==> src/rtl/uart_frame_writer.sv <==
// uart_frame_writer
// Turns the framed byte stream from the UART receiver into addressed byte
// writes: SYNC, ADDR_HI, ADDR_LO, LEN, LEN payload bytes, CSUM. Each payload
// byte becomes one write; the XOR checksum decides between frame_done and
// frame_error. Overrun and inter-byte timeout abort the frame.
module uart_frame_writer #(
    parameter int               DBITS          = 8,
    parameter int               ADDR_WIDTH     = 16,
    parameter logic [DBITS-1:0] SYNC_BYTE      = 8'hA5,
    parameter int               TIMEOUT_CYCLES = 1000000
) (
    input  logic                  clock,
    input  logic                  reset,
    input  logic [DBITS-1:0]      rx_data,
    input  logic                  rx_done,
    output logic                  mem_we,
    output logic [ADDR_WIDTH-1:0] mem_addr,
    output logic [DBITS-1:0]      mem_wdata,
    input  logic                  mem_ready,
    output logic                  busy,
    output logic                  frame_done,
    output logic                  frame_error,
    output logic [1:0]            err_code
);

    localparam int TW = $clog2(TIMEOUT_CYCLES + 1);
    // The timer reads 1 in the first cycle after a byte, so comparing against
    // TIMEOUT_CYCLES-2 lands the registered error pulse TIMEOUT_CYCLES-1
    // cycles after the last rx_done.
    localparam logic [TW-1:0]  TIMER_LIMIT = TW'(TIMEOUT_CYCLES - 2);
    localparam logic [DBITS:0] FULL_LEN    = {1'b1, {DBITS{1'b0}}};

    localparam logic [1:0] ERR_NONE     = 2'd0;
    localparam logic [1:0] ERR_CHECKSUM = 2'd1;
    localparam logic [1:0] ERR_OVERRUN  = 2'd2;
    localparam logic [1:0] ERR_TIMEOUT  = 2'd3;

    typedef enum logic [2:0] {
        S_IDLE, S_ADDR_H, S_ADDR_L, S_LEN, S_DATA, S_CSUM
    } state_t;

    state_t                r_state, w_nextState;
    logic                  r_memWe, w_memWe;
    logic [ADDR_WIDTH-1:0] r_memAddr, w_memAddr;
    logic [DBITS-1:0]      r_memWdata, w_memWdata;
    logic                  r_frameDone, w_frameDone;
    logic                  r_frameError, w_frameError;
    logic [1:0]            r_errCode, w_errCode;
    logic [DBITS-1:0]      r_addrHi, w_addrHi;
    logic [15:0]           r_base, w_base;
    logic [DBITS:0]        r_len, w_len;
    logic [DBITS:0]        r_index, w_index;
    logic [DBITS-1:0]      r_csum, w_csum;
    logic [TW-1:0]         r_timer, w_timer;

    logic                  w_writeStall;
    logic                  w_timeout;
    logic [DBITS:0]        w_indexInc;

    assign w_writeStall = r_memWe && !mem_ready;
    assign w_timeout    = (r_state != S_IDLE) && !rx_done && (r_timer >= TIMER_LIMIT);
    assign w_indexInc   = r_index + (DBITS+1)'(1);

    assign mem_we      = r_memWe;
    assign mem_addr    = r_memAddr;
    assign mem_wdata   = r_memWdata;
    assign busy        = (r_state != S_IDLE);
    assign frame_done  = r_frameDone;
    assign frame_error = r_frameError;
    assign err_code    = r_errCode;

    // State and datapath registers; reset drops any frame or pending write at once.
    always_ff @(posedge clock) begin
        if (reset) begin
            r_state      <= S_IDLE;
            r_memWe      <= 1'b0;
            r_memAddr    <= '0;
            r_memWdata   <= '0;
            r_frameDone  <= 1'b0;
            r_frameError <= 1'b0;
            r_errCode    <= ERR_NONE;
            r_addrHi     <= '0;
            r_base       <= '0;
            r_len        <= '0;
            r_index      <= '0;
            r_csum       <= '0;
            r_timer      <= '0;
        end else begin
            r_state      <= w_nextState;
            r_memWe      <= w_memWe;
            r_memAddr    <= w_memAddr;
            r_memWdata   <= w_memWdata;
            r_frameDone  <= w_frameDone;
            r_frameError <= w_frameError;
            r_errCode    <= w_errCode;
            r_addrHi     <= w_addrHi;
            r_base       <= w_base;
            r_len        <= w_len;
            r_index      <= w_index;
            r_csum       <= w_csum;
            r_timer      <= w_timer;
        end
    end

    // Next state: advance one field per received byte; timeout and overrun abort to IDLE.
    always_comb begin
        w_nextState = r_state;
        if (w_timeout) begin
            w_nextState = S_IDLE;
        end else if (rx_done) begin
            case (r_state)
                S_IDLE:   if (rx_data == SYNC_BYTE) w_nextState = S_ADDR_H;
                S_ADDR_H: w_nextState = S_ADDR_L;
                S_ADDR_L: w_nextState = S_LEN;
                S_LEN:    w_nextState = S_DATA;
                S_DATA: begin
                    if (w_writeStall)              w_nextState = S_IDLE;
                    else if (w_indexInc == r_len)  w_nextState = S_CSUM;
                end
                S_CSUM:   w_nextState = S_IDLE;
                default:  w_nextState = S_IDLE;
            endcase
        end
    end

    // Outputs and datapath: latch header fields, issue writes, fold the checksum, report results.
    always_comb begin
        w_memWe      = r_memWe && !mem_ready;
        w_memAddr    = r_memAddr;
        w_memWdata   = r_memWdata;
        w_frameDone  = 1'b0;
        w_frameError = 1'b0;
        w_errCode    = r_errCode;
        w_addrHi     = r_addrHi;
        w_base       = r_base;
        w_len        = r_len;
        w_index      = r_index;
        w_csum       = r_csum;

        if (w_nextState == S_IDLE)  w_timer = '0;
        else if (rx_done)           w_timer = TW'(1);
        else                        w_timer = r_timer + TW'(1);

        if (w_timeout) begin
            w_memWe      = 1'b0;
            w_frameError = 1'b1;
            w_errCode    = ERR_TIMEOUT;
        end else if (rx_done) begin
            case (r_state)
                S_IDLE: begin
                    if (rx_data == SYNC_BYTE) begin
                        w_errCode = ERR_NONE;
                        w_csum    = '0;
                    end
                end
                S_ADDR_H: begin
                    w_addrHi = rx_data;
                    w_csum   = r_csum ^ rx_data;
                end
                S_ADDR_L: begin
                    w_base = 16'({r_addrHi, rx_data});
                    w_csum = r_csum ^ rx_data;
                end
                S_LEN: begin
                    w_len   = (rx_data == '0) ? FULL_LEN : {1'b0, rx_data};
                    w_index = '0;
                    w_csum  = r_csum ^ rx_data;
                end
                S_DATA: begin
                    if (w_writeStall) begin
                        w_memWe      = 1'b0;
                        w_frameError = 1'b1;
                        w_errCode    = ERR_OVERRUN;
                    end else begin
                        w_memWe    = 1'b1;
                        w_memWdata = rx_data;
                        w_memAddr  = ADDR_WIDTH'(32'(r_base) + 32'(r_index));
                        w_csum     = r_csum ^ rx_data;
                        w_index    = w_indexInc;
                    end
                end
                S_CSUM: begin
                    if (w_writeStall) begin
                        w_memWe      = 1'b0;
                        w_frameError = 1'b1;
                        w_errCode    = ERR_OVERRUN;
                    end else if (r_csum == rx_data) begin
                        w_frameDone = 1'b1;
                    end else begin
                        w_frameError = 1'b1;
                        w_errCode    = ERR_CHECKSUM;
                    end
                end
                default: ;
            endcase
        end
    end

endmodule

==> config.mk <==
export PLATFORM = sky130hd
export DESIGN_NAME = uart_frame_writer
export DESIGN_NICKNAME = d
export VERILOG_FILES = /design/src/rtl/uart_frame_writer.sv
export SDC_FILE = /design/constraint.sdc
export NUM_CORES = 1
export LEC_CHECK = 0
export BUFFER_PORTS_ARGS = -buffer_cell sky130_fd_sc_hd__buf_2
export CAP_MARGIN = 20
export CORE_MARGIN = 3
export CORE_UTILIZATION = 60
export DETAILED_ROUTE_END_ITERATION = 10
export PLACE_DENSITY = 0.83
export REMOVE_ABC_BUFFERS = 1
export SYNTH_ARGS = -nofsm -noshare
export SYNTH_HDL_FRONTEND = slang
export SYNTH_SLANG_ARGS = --single-unit
export TNS_END_PERCENT = 1
==> constraint.sdc <==
create_clock -name clock -period 3.1 [get_ports clock]
set_clock_uncertainty 0.2 [all_clocks]
set_input_delay 0.155 -clock clock [delete_from_list [all_inputs] [get_ports clock]]
set_output_delay 0.155 -clock clock [all_outputs]
set_load 0.005 [all_outputs]
==> Word-level counts from Yosys, hierarchy flattened <==
Index checks and enable logic that the tools add are counted.
{ "word_totals": {"elab_cells": 91, "output_inout_bits": 30, "in_bits": 12, "ff_bits": 102} }
{ "classes": {"add_sub_neg": 3, "n_eq_ne": 13, "bitwise_logic": 5, "magnitude_cmp": 1, "reduce_logical": 25, "muxes": 30} }
{ "op_table": {"columns": ["cell", "count"], "rows": [
  ["one-hot mux 8 bit (3 select lines)", 1],
  ["adder 20 x 1 -> 20 bit (second input constant)", 1],
  ["greater-or-equal comparator 20 bit (second input constant)", 1],
  ["two-way mux 9 bit", 2],
  ["one-hot mux 9 bit (2 select lines)", 1],
  ["adder 16 x 9 -> 16 bit", 1],
  ["two-way mux 8 bit", 2],
  ["two-way mux 3 bit", 5],
  ["one-hot mux 3 bit (5 select lines)", 1],
  ["two-way mux 2 bit", 6],
  ["AND reduction 5 bit", 2],
  ["adder 9 x 1 -> 9 bit (second input constant)", 1],
  ["== test 9 bit", 1],
  ["two-way mux 1 bit", 9],
  ["AND reduction 3 bit", 3],
  ["== test 8 bit", 1],
  ["== test 8 bit (second input constant)", 1],
  ["logical NOT 8 bit", 1],
  ["AND reduction 4 bit", 2],
  ["XOR 8 bit", 1],
  ["== test 3 x 2 -> 1 bit (second input constant)", 2],
  ["== test 3 bit (second input constant)", 2],
  ["logical NOT 3 bit", 2],
  ["!= test 3 bit (second input constant)", 2],
  ["other kinds (14)", 26]
]} }

==> Logic depth before layout (Yosys ltp) <==
Gate-level depths: netlist of run 1.
{ "logic_depth": {"depth_word": 9, "ltp_mapped": 10} }

==> Worst setup path after synthesis of run 1 <==
Ideal clock, no wire load.
{ "synth_timing": {"path_kind": "register to register", "start": "reg r_index[0]", "end": "reg r_memAddr[10] (netlist: mem_addr[10])", "arrival_ns": 2.150, "path_stages_with_launch": 10, "path_slack_ns": 0.658, "n_path_buf": 0, "path_cell_list": "dfxtp_1 -> ha_1 -> inv_1 -> fa_1 -> nor2b_1 -> o21ai_0 -> a21boi_0 -> o2111a_1 -> nor4_1 -> nor4_1"} }
{ "synth_between": {"elab_chain_cells": 1} }
{ "synth_lines": {"columns": ["element", "line", "text"], "rows": [
  ["start, declared", "52", "logic [DBITS:0] r_index, w_index;"],
  ["start signal, assigned", "99", "r_index <= w_index;"],
  ["adder 16 x 9 -> 16 bit", "177", "w_memAddr = ADDR_WIDTH'(32'(r_base) + 32'(r_index));"],
  ["end signal, assigned", "91", "r_memAddr <= w_memAddr;"],
  ["end, declared", "44", "logic [ADDR_WIDTH-1:0] r_memAddr, w_memAddr;"]
]} }
Every way passes these cells.
A chain may end at the register's enable or synchronous reset.

==> Worst setup path in the final report of run 1 <==
Ends and elaborated chain as after synthesis.

==> results of run 1 <==
-- per-layer routing --
metal	part of all wire (%)	wire length (um)
met3	4.6	543
met1	45	5290
met5	0	0
met4	1.6	189
met2	49	5790
-- Yosys cell counts (3+ instances only) --
master    count
xor2_1       20
clkbuf_1     30
xnor2_1      20
a211oi_1      6
a31oi_1       4
a21oi_1      77
or3_1         4
nand2_1     120
nand2b_1      6
nor2b_1      15
o21ai_0      25
dfxtp_1     102
buf_2         3
nand3b_1     10
nor4_1       12
nor2_1       57
o211ai_1      4
nor3_1       15
nor3b_1       4
o21a_1        4
o31ai_1       3
and4_1        6
ha_1         12
inv_1        12
nand4_1      12
nand3_1      26
-- repair_timing --
action | CTS | global route
buffers inserted | 0 | 0
hold buffers | 11 | 0
gates resized for setup | 0 | 1
endpoints found under the setup margin | 0 | 1
hold endpoints to repair | 41 | 0
-- cells by family after synthesis --
kind of cell / synth area share, %
flip-flops: 40.6
XOR/XNOR: 6.97
adder cells (fa/ha/maj): 3.39
AO/OA/AOI/OAI: 16.8
multiplexers: 0.224
buffers and inverters: 3.88
AND/OR/NAND/NOR: 28.1
-- per-stage QoR --
stage               hold slack, ps  power (mW)  setup TNS [ps]
floorplan                     24.1        1.36          -11530
global placement               238        1.40               0
detailed placement             243        1.40               0
CTS                            258        2.24               0
global route                   278        2.30               0
finish                         255        2.23               0
-- worst min path at each step --
stage                             from           end  slack [ps]  cells after the start
after floorplan                  reset   frame_error          20                      1
after global placement    mem_wdata[2]  mem_wdata[2]         240                      2
after detailed placement  mem_wdata[4]  mem_wdata[4]         240                      2
after CTS                 mem_wdata[4]  mem_wdata[4]         260                      2
after global routing      mem_wdata[4]  mem_wdata[4]         280                      2
final                     mem_wdata[6]  mem_wdata[6]         260                      2
-- cell type report --
cell class / count / area, um^2 / share of cell area (%)
Tap cell: 102 / 128 / 2.28
Clock buffer: 10 / 128 / 2.28
Clock inverter: 6 / 67.6 / 1.21
Multi-Input combinational cell: 492 / 2790 / 50.0
Sequential cell: 102 / 2040 / 36.6
Inverter: 12 / 45.0 / 0.806
Timing Repair Buffer: 61 / 383 / 6.85
-- registers in the layout, indices dropped and copies added (netlist names), 2 cells and up --
| register | flops |
|---|---|
| r_state | 3 |
| r_len | 9 |
| mem_addr | 16 |
| err_code | 2 |
| mem_wdata | 8 |
| r_csum | 8 |
| r_timer | 20 |
| r_addrHi | 8 |
| r_index | 9 |
| r_base | 16 |
-- power by group through the flow --
stage,Sequential [mW],Combinational (mW),Clock [mW]
2_1_floorplan,1.34,0.0151,0
6_report,1.31,0.0728,0.848
3_3_place_gp,1.34,0.0602,0
5_1_grt,1.31,0.0781,0.915
3_5_place_dp,1.34,0.0605,0
4_1_cts,1.31,0.0714,0.856
-- cells in the final DEF, fill, tap and decap left out, types with 6 or more instances in the layout --
| cell type | instances |
|---|---|
| buf_2 | 41 |
| nor3_1 | 14 |
| and4_1 | 6 |
| xor2_1 | 20 |
| nand3b_1 | 10 |
| nor4_1 | 12 |
| nand2b_1 | 6 |
| a21oi_1 | 77 |
| dlygate4sd3_1 | 11 |
| nand3_1 | 26 |
| xnor2_1 | 20 |
| nand4_1 | 12 |
| nand2_1 | 120 |
| nor2_1 | 57 |
| inv_1 | 12 |
| dfxtp_1 | 102 |
| ha_1 | 12 |
| nor2b_1 | 15 |
| buf_4 | 9 |
| clkbuf_8 | 9 |
| a211oi_1 | 6 |
| o21ai_0 | 25 |
-- critical path, stage by stage (launching register included) --
cell	delay, ps
dfxtp_1	490
ha_1	250
inv_1	60
fa_1	380
nor2b_1	180
o21ai_0	140
a21boi_1	390
o2111a_1	300
nor4_1	60
nor4_1	270
==> flow_summary.yaml, run 1 <==
global_routing:
  top_usage_layer: "met2"
  grt_max_degree: 89
  grt.total_usage_pct: 24.6
  grt_antenna_before_repair: 0
  grtUsageMet3_pct: 3.95
  grt_use_met1_pct: 31.6
  grt_pass1_wl_um: 19700
  grt_pass1_vias: 4297
  grt_use_met2_pct: 42.1
  gr-total-overflow: 0
routing:
  routed_wl_um: 11800
  drt_first_pass_iters: 5
  wl_per_cell_um: 15.0
  drcViolationCount: 0
  antenna_left: 0
  vias: 4697
  drtIter0Drc: 282
  vias_per_cell: 5.98
die:
  start_util_pct: 63.4
  num_io_pins: 42
  coreArea_um2: 7930
  dieWidth_um: 97.5
  die_h_um: 97.5
  die_area_um2: 9510
  row_count: 32
cts:
  cts_root_buf: "clkbuf_8"
  h-tree-depth: 3
  cts_num_sinks: 102
  clk_latency_ps: 370
  tritoncts: "yes"
  clk_path_buf_depth: 2
  clk_pin_slew_ps: 100
  cts_inserted_buffers: 9
placement:
  hpwl_um: 8030
  place_inst: 758
  placed_area_um2: 5280
  pre_cts_ws_ps: 231
  gp_congestion: 0.860
  io_buffers: 41
yosys:
  synth_area_leaders: "dfxtp_1, nand2_1, a21oi_1"
  ys_ff_latch: 102
  ys_warn_count: 0
  postSynthAreaPerCell_um2: 7.84
  synth_top_area_cell: "dfxtp_1"
  synthCells: 641
  synth-main-ff-cell: "dfxtp_1"
  yosysSeqAreaShare_pct: 40.6
  yosysUniqueCellTypes: 50
  async_flop_share_pct: 0
  mappedNetlistArea_um2: 5020
  synth_top_area_share_pct: 40.6
  synth_edf_count: 0
worst_setup_path:
  worst_r2r_path_depth: 9
  required_ps: 3180
  crit_arrival_ps: 2890
  timing.rr.start: "r_index[0]"
  r2r-end: "mem_addr[10]"
  path_class: "flop to flop"
  timing.critical_path.to_type: "flop"
  cp-start-kind: "flop"
  worst-r2r-setup-slack_ps: 290
  cp_max_fo: 7
  cp-startpoint: "r_index[0]"
  crit_path_end: "mem_addr[10]"
sta:
  finalHoldViolCount: 0
  slew_violations: 0
  min_period_ps: 2810
  tightest_slew_ps: 909
  fin_ws_ps: 291
  setup_violations: 0
  slew_headroom_pct: 39.0
  period_share_pct: 90.6
  rsz0062_at_grt: "no"
  fmax_ghz: 0.356
power_and_ir_drop:
  ir_drop_v: 0.000279
  p_per_area_nw_per_um2: 399
  leakage_nw: 1.97
  p_int_mw: 1.71
  pwr-share-comb_pct: 3.3
  p_switching_mw: 0.519
  p_seq_share_pct: 58.7
  clkPwrFrac_pct: 38.0
  swShare_pct: 23.3
cells_and_area:
  drive_above_1_share_pct: 10.7
  final_cell_count_no_fill: 785
  nets: 703
  fin_util_pct: 70.5
  nFillCells: 645
  num_antenna_cells: 0
  final_cell_area_um2: 5590
  syn_to_final_growth_pct: 11.2
min_path:
  hold_path.class: "flop to flop"
run:
  drv_cap: 0
run_status:
  outcome: "finished, final reports clean"
(Power assumes the default switching activity.)
==> run 2, diff against run 1 <==
Settings changed: BUFFER_PORTS_ARGS -buffer_cell sky130_fd_sc_hd__buf_2 to -buffer_cell sky130_fd_sc_hd__buf_4, PLACE_DENSITY 0.83 to 0.9.
==> flow_summary.yaml, run 2 (synthesis gave the netlist of run 1 again) <==
cells_and_area:
  nets: 698
  mostFrequentLayoutCell: "nand2_1"
  final_cell_area_um2: 5660
  layout_common_cells: "nand2_1, dfxtp_1, a21oi_1"
  drive_above_1_share_pct: 10.2
  top_register: "r_timer"
  final_cell_count_no_fill: 780
  fin_util_pct: 71.4
  syn_to_final_growth_pct: 12.6
  num_antenna_cells: 0
  largest_reg_flops: 20
sta:
  setup_violations: 0
  finalHoldViolCount: 0
  fmax_ghz: 0.381
  fin_setup_tns_ps: 0
  tightest_slew_ps: 946
  rsz0062_at_grt: "no"
  slew_violations: 0
  slew_headroom_pct: 36.4
  min_period_ps: 2630
  period_share_pct: 84.7
worst_setup_path:
  cpMaxStageDelayCell: "or3_1"
  worst-r2r-setup-slack_ps: 470
  crit_arrival_ps: 2730
  timing.critical_path.to_type: "flop"
  timing.rr.start: "r_timer[0]"
  cp_slowest_stage_delay_ps: 630
  cp_cell_sequence: "inv_1 > ha_1 > o211ai_1 > o21ai_0 > o31ai_4 > nand2b_4 > or3_1 > nor2_1"
  cp_max_fo: 19
  worst_r2r_path_depth: 8
  r2r-end: "r_timer[9]"
  path_class: "flop to flop"
  required_ps: 3200
  cp-start-kind: "flop"
placement:
  placed_area_um2: 5350
  hpwl_um: 8040
  place_inst: 754
  io_buffers: 41
  gp_congestion: 0.905
global_routing:
  gr-total-overflow: 0
  grt.total_usage_pct: 25.3
  grt_pass1_vias: 4332
  grt_antenna_before_repair: 0
  grt_max_degree: 57
  grt_pass1_wl_um: 20300
routing:
  vias_per_cell: 6.00
  drtIter0Drc: 442
  drcViolationCount: 0
  antenna_left: 0
  routed_wl_um: 12100
  wl_per_cell_um: 15.5
  drt_first_pass_iters: 5
  vias: 4677
die:
  num_io_pins: 42
  die_h_um: 97.5
  die_area_um2: 9510
  start_util_pct: 63.4
  row_count: 32
  dieWidth_um: 97.5
  coreArea_um2: 7930
run_status:
  outcome: "finished, final reports clean"
cts:
  h-tree-depth: 3
  clk_pin_slew_ps: 100
  cts_num_sinks: 102
  tritoncts: "yes"
  cts_root_buf: "clkbuf_8"
  clk_path_buf_depth: 2
  postCtsSetupRepairBufs: 0
  clk_latency_ps: 360
  cts_inserted_buffers: 9
min_path:
  hold_path.class: "primary input to flop"
  holdPathStages: 2
  holdPathEnd: "mem_addr[2]"
  min_from: "reset"
power_and_ir_drop:
  clkPwrFrac_pct: 39.1
  ir_drop_v: 0.000352
  p_per_area_nw_per_um2: 402
  pwr-share-comb_pct: 3.4
  swShare_pct: 22.8
  p_int_mw: 1.76
  leakage_nw: 1.97
  p_switching_mw: 0.519
  p_seq_share_pct: 57.5
  fin_total_pwr_mw: 2.28
run:
  drv_cap: 0
-- run 2: layer usage --
metal,share of wire (%),track usage [%],vias to the layer above
met4,0.95,6.71,0
met2,50,43.8,166
met3,6.2,5.03,14
met1,43,32.0,2197
met5,0,0,-
li1,-,-,2300
-- run 2: stage by stage --
step	setup slack (ps)	hold slack (ps)
after floorplan	-554	24.1
final	473	68.3
after CTS	465	57.0
after global routing	302	91.9
after global placement	620	241
after detailed placement	489	246
-- run 2: area by class of cell --
type / count / area [um^2]
clock buffers: 12 / 155
inverters: 12 / 45.0
fillers: 610 / 2270
well taps: 102 / 128
multi-input cells: 492 / 2790
clock inverters: 4 / 52.6
flip-flops and latches: 102 / 2040
repair buffers: 56 / 445
-- run 2: power groups by stage --
stage	combinational [mW]	clock (mW)	sequential, mW
floorplan	0.0151	0	1.34
global placement	0.0641	0	1.34
detailed placement	0.0649	0	1.34
CTS	0.0754	0.890	1.31
global route	0.0831	0.945	1.31
finish	0.0780	0.890	1.31
-- run 2: worst max-delay path by stage --
stage,from,depth (start not counted),slack (ps),endpoint
final,r_timer[0],8,470,r_timer[9]
after global routing,r_index[0],10,300,mem_addr[10]
after CTS,r_timer[0],8,460,r_timer[9]
after detailed placement,r_timer[0],8,490,r_timer[9]
after global placement,r_timer[0],8,620,r_timer[10]
after floorplan,r_state[2],5,-550,r_timer[10]
-- run 2: repair_timing --
action                                 CTS  global route
resized for setup                        0             0
hold buffers                            10             0
endpoints found under the hold margin   40             0
-- run 2: worst max-delay path: cells and delay by family, from the launching register on --
kind	cells	cell delay [ps]
simple gates	3	970
compound gates	3	740
flops	1	400
fa+ha+maj	1	190
buf+inv	1	60
==> run 3, diff against run 2 <==
Settings changed: ABC_AREA from default to 1, CORE_UTILIZATION 60 to 54, PLACE_DENSITY 0.9 to 0.86.
Clock period 3.1 ns to 2.1 ns, I/O delays scaled along.
==> flow_summary.yaml, run 3 <==
min_path:
  min_from: "r_len[7]"
  holdPathStages: 2
  hold_path.class: "flop to flop"
  holdPathEnd: "r_len[7]"
worst_setup_path:
  cp_max_fo: 5
  path_class: "flop to flop"
  worst_r2r_path_depth: 18
  r2r-end: "r_timer[15]"
  cp-start-kind: "flop"
  timing.critical_path.to_type: "flop"
  worst-r2r-setup-slack_ps: -240
  required_ps: 2170
  timing.rr.start: "r_index[0]"
  crit_arrival_ps: 2410
power_and_ir_drop:
  p_int_mw: 2.45
  pwr-share-comb_pct: 3.7
  leakage_nw: 2.82
  p_per_area_nw_per_um2: 516
  ir_drop_v: 0.000443
  swShare_pct: 26.2
  clkPwrFrac_pct: 38.2
  p_switching_mw: 0.869
  p_seq_share_pct: 58.2
yosys:
  ys_ff_latch: 102
  postSynthAreaPerCell_um2: 7.53
  synth_edf_count: 0
  synth_top_area_cell: "dfxtp_1"
  synth-main-ff-cell: "dfxtp_1"
  mappedNetlistArea_um2: 5130
  yosysSeqAreaShare_pct: 39.8
  yosysUniqueCellTypes: 46
  synth_top_area_share_pct: 39.8
  ys_warn_count: 0
  yosysMostFrequentCell: "dfxtp_1"
  synthCells: 681
  synth_area_leaders: "dfxtp_1, nand2_1, o21ai_0"
  ys_top_cells_by_count: "dfxtp_1, nand2_1, inv_1"
  async_flop_share_pct: 0
die:
  row_count: 34
  die_h_um: 103
  dieWidth_um: 103
  die_area_um2: 10700
  start_util_pct: 57.2
  num_io_pins: 42
  coreArea_um2: 8980
global_routing:
  grtUsageMet3_pct: 5.37
  grt_max_degree: 44
  top_usage_layer: "met2"
  grt_antenna_before_repair: 0
  grt_use_met1_pct: 33.4
  grt_pass1_wl_um: 23100
  gr-total-overflow: 0
  grt_pass1_vias: 4907
  grt_use_met2_pct: 46.1
  grt.total_usage_pct: 27.4
routing:
  drtIter0Drc: 431
  wl_per_cell_um: 15.9
  drt_first_pass_iters: 5
  routed_wl_um: 14300
  drcViolationCount: 0
  vias: 5072
  vias_per_cell: 5.62
  antenna_left: 0
cts:
  clk_path_buf_depth: 2
  h-tree-depth: 3
  clk_latency_ps: 380
  tritoncts: "yes"
  cts_num_sinks: 102
  clk_pin_slew_ps: 110
  cts_inserted_buffers: 9
  cts_root_buf: "clkbuf_8"
sta:
  holdWs_ps: 273
  fin_setup_tns_ps: -4840
  finalHoldViolCount: 0
  period_share_pct: 112
  setup_violations: 25
  fin_ws_ps: -244
  min_period_ps: 2340
  fmax_ghz: 0.427
  tightest_slew_ps: 378
  slew_headroom_pct: 74.6
  rsz0062_at_grt: "yes"
  slew_violations: 0
cells_and_area:
  largest_reg_flops: 20
  num_antenna_cells: 0
  nets: 796
  top_register: "r_timer"
  syn_to_final_growth_pct: 25.5
  layout_common_cells: "nand2_1, dfxtp_1, buf_4"
  drive_above_1_share_pct: 24.7
  fin_util_pct: 71.7
placement:
  hpwl_um: 8810
  gp_congestion: 0.896
  io_buffers: 41
  pre_cts_ws_ps: -236
run_status:
  outcome: "finished with violations"
  violations: "negative setup slack"
run:
  drv_cap: 0
==> run 3: kinds of logic after synthesis <==
logic type                 Yosys count  share of synthesized area, %
xor gates and xnor gates            37                          6.32
and+or+nand+nor                    269                          25.8
adders and majority gates           13                          3.32
buffers and inverters              109                          8.51
AOI/OAI and AO/OA                  151                          16.2
DFF                                102                          39.8
==> run 3: timing repair <==
action,4_1_cts,5_1_grt
setup buffers,4,0
gates resized for setup,44,24
gates cloned,1,0
hold endpoints to repair,54,0
pin swaps,16,7
endpoints found under the setup margin,31,45
hold buffers,11,0
==> run 3: how the worst max path moves through the flow <==
stage	from	end	slack [ps]	cells after the start
floorplan	r_index[0]	mem_addr[12]	-210	12
global placement	r_index[0]	mem_addr[12]	-140	12
detailed placement	r_index[0]	r_timer[15]	-240	19
CTS	r_index[0]	r_timer[6]	-100	19
global route	r_index[0]	r_timer[15]	-350	19
finish	r_index[0]	r_timer[15]	-240	18
==> run 3: per-stage QoR <==
step / std cells / total power, mW / instance area [um^2]
2_1_floorplan: 658 / 2.02 / 5020
6_report: 902 / 3.32 / 6440
4_1_cts: 902 / 3.31 / 6360
3_5_place_dp: 870 / 2.08 / 5860
3_3_place_gp: 870 / 2.08 / 5860
5_1_grt: 902 / 3.41 / 6440
==> run 3: cell type report <==
class                           count  area (um^2)
Clock buffer                        9          124
Inverter                           86          337
Tap cell                          126          158
Multi-Input combinational cell    470         2820
Sequential cell                   102         2060
Timing Repair Buffer              102          870
Fill cell                         596         2540
Clock inverter                      7         71.3
==> run 3: worst max-delay path: stages, from the launching register on <==
cell and delay (ps):
dfxtp_2 350, buf_6 110, buf_6 120, inv_4 40, nor2_4 180, nand2_1 110
nand2_1 120, nand3_1 90, nand2_1 80, nor2_1 70, nand4_1 90, nand2_1 50
nand2_1 70, nand2_2 60, nand2_2 80, nand4_4 100, nand2_4 140, buf_8 150
nor2_4 40
==> run 3: power by group through the flow <==
stage	clock network (mW)	registers (mW)	logic [mW]
4_1_cts	1.26	1.93	0.116
5_1_grt	1.35	1.93	0.130
2_1_floorplan	0	1.98	0.0422
3_5_place_dp	0	1.98	0.0987
3_3_place_gp	0	1.98	0.0967
6_report	1.27	1.93	0.122
==> run 3: routing by layer <==
metal	part of all wire, %	wire length (um)
met1	40	5790
met3	6.2	887
met2	50	7130
met5	0	0
met4	3.7	538
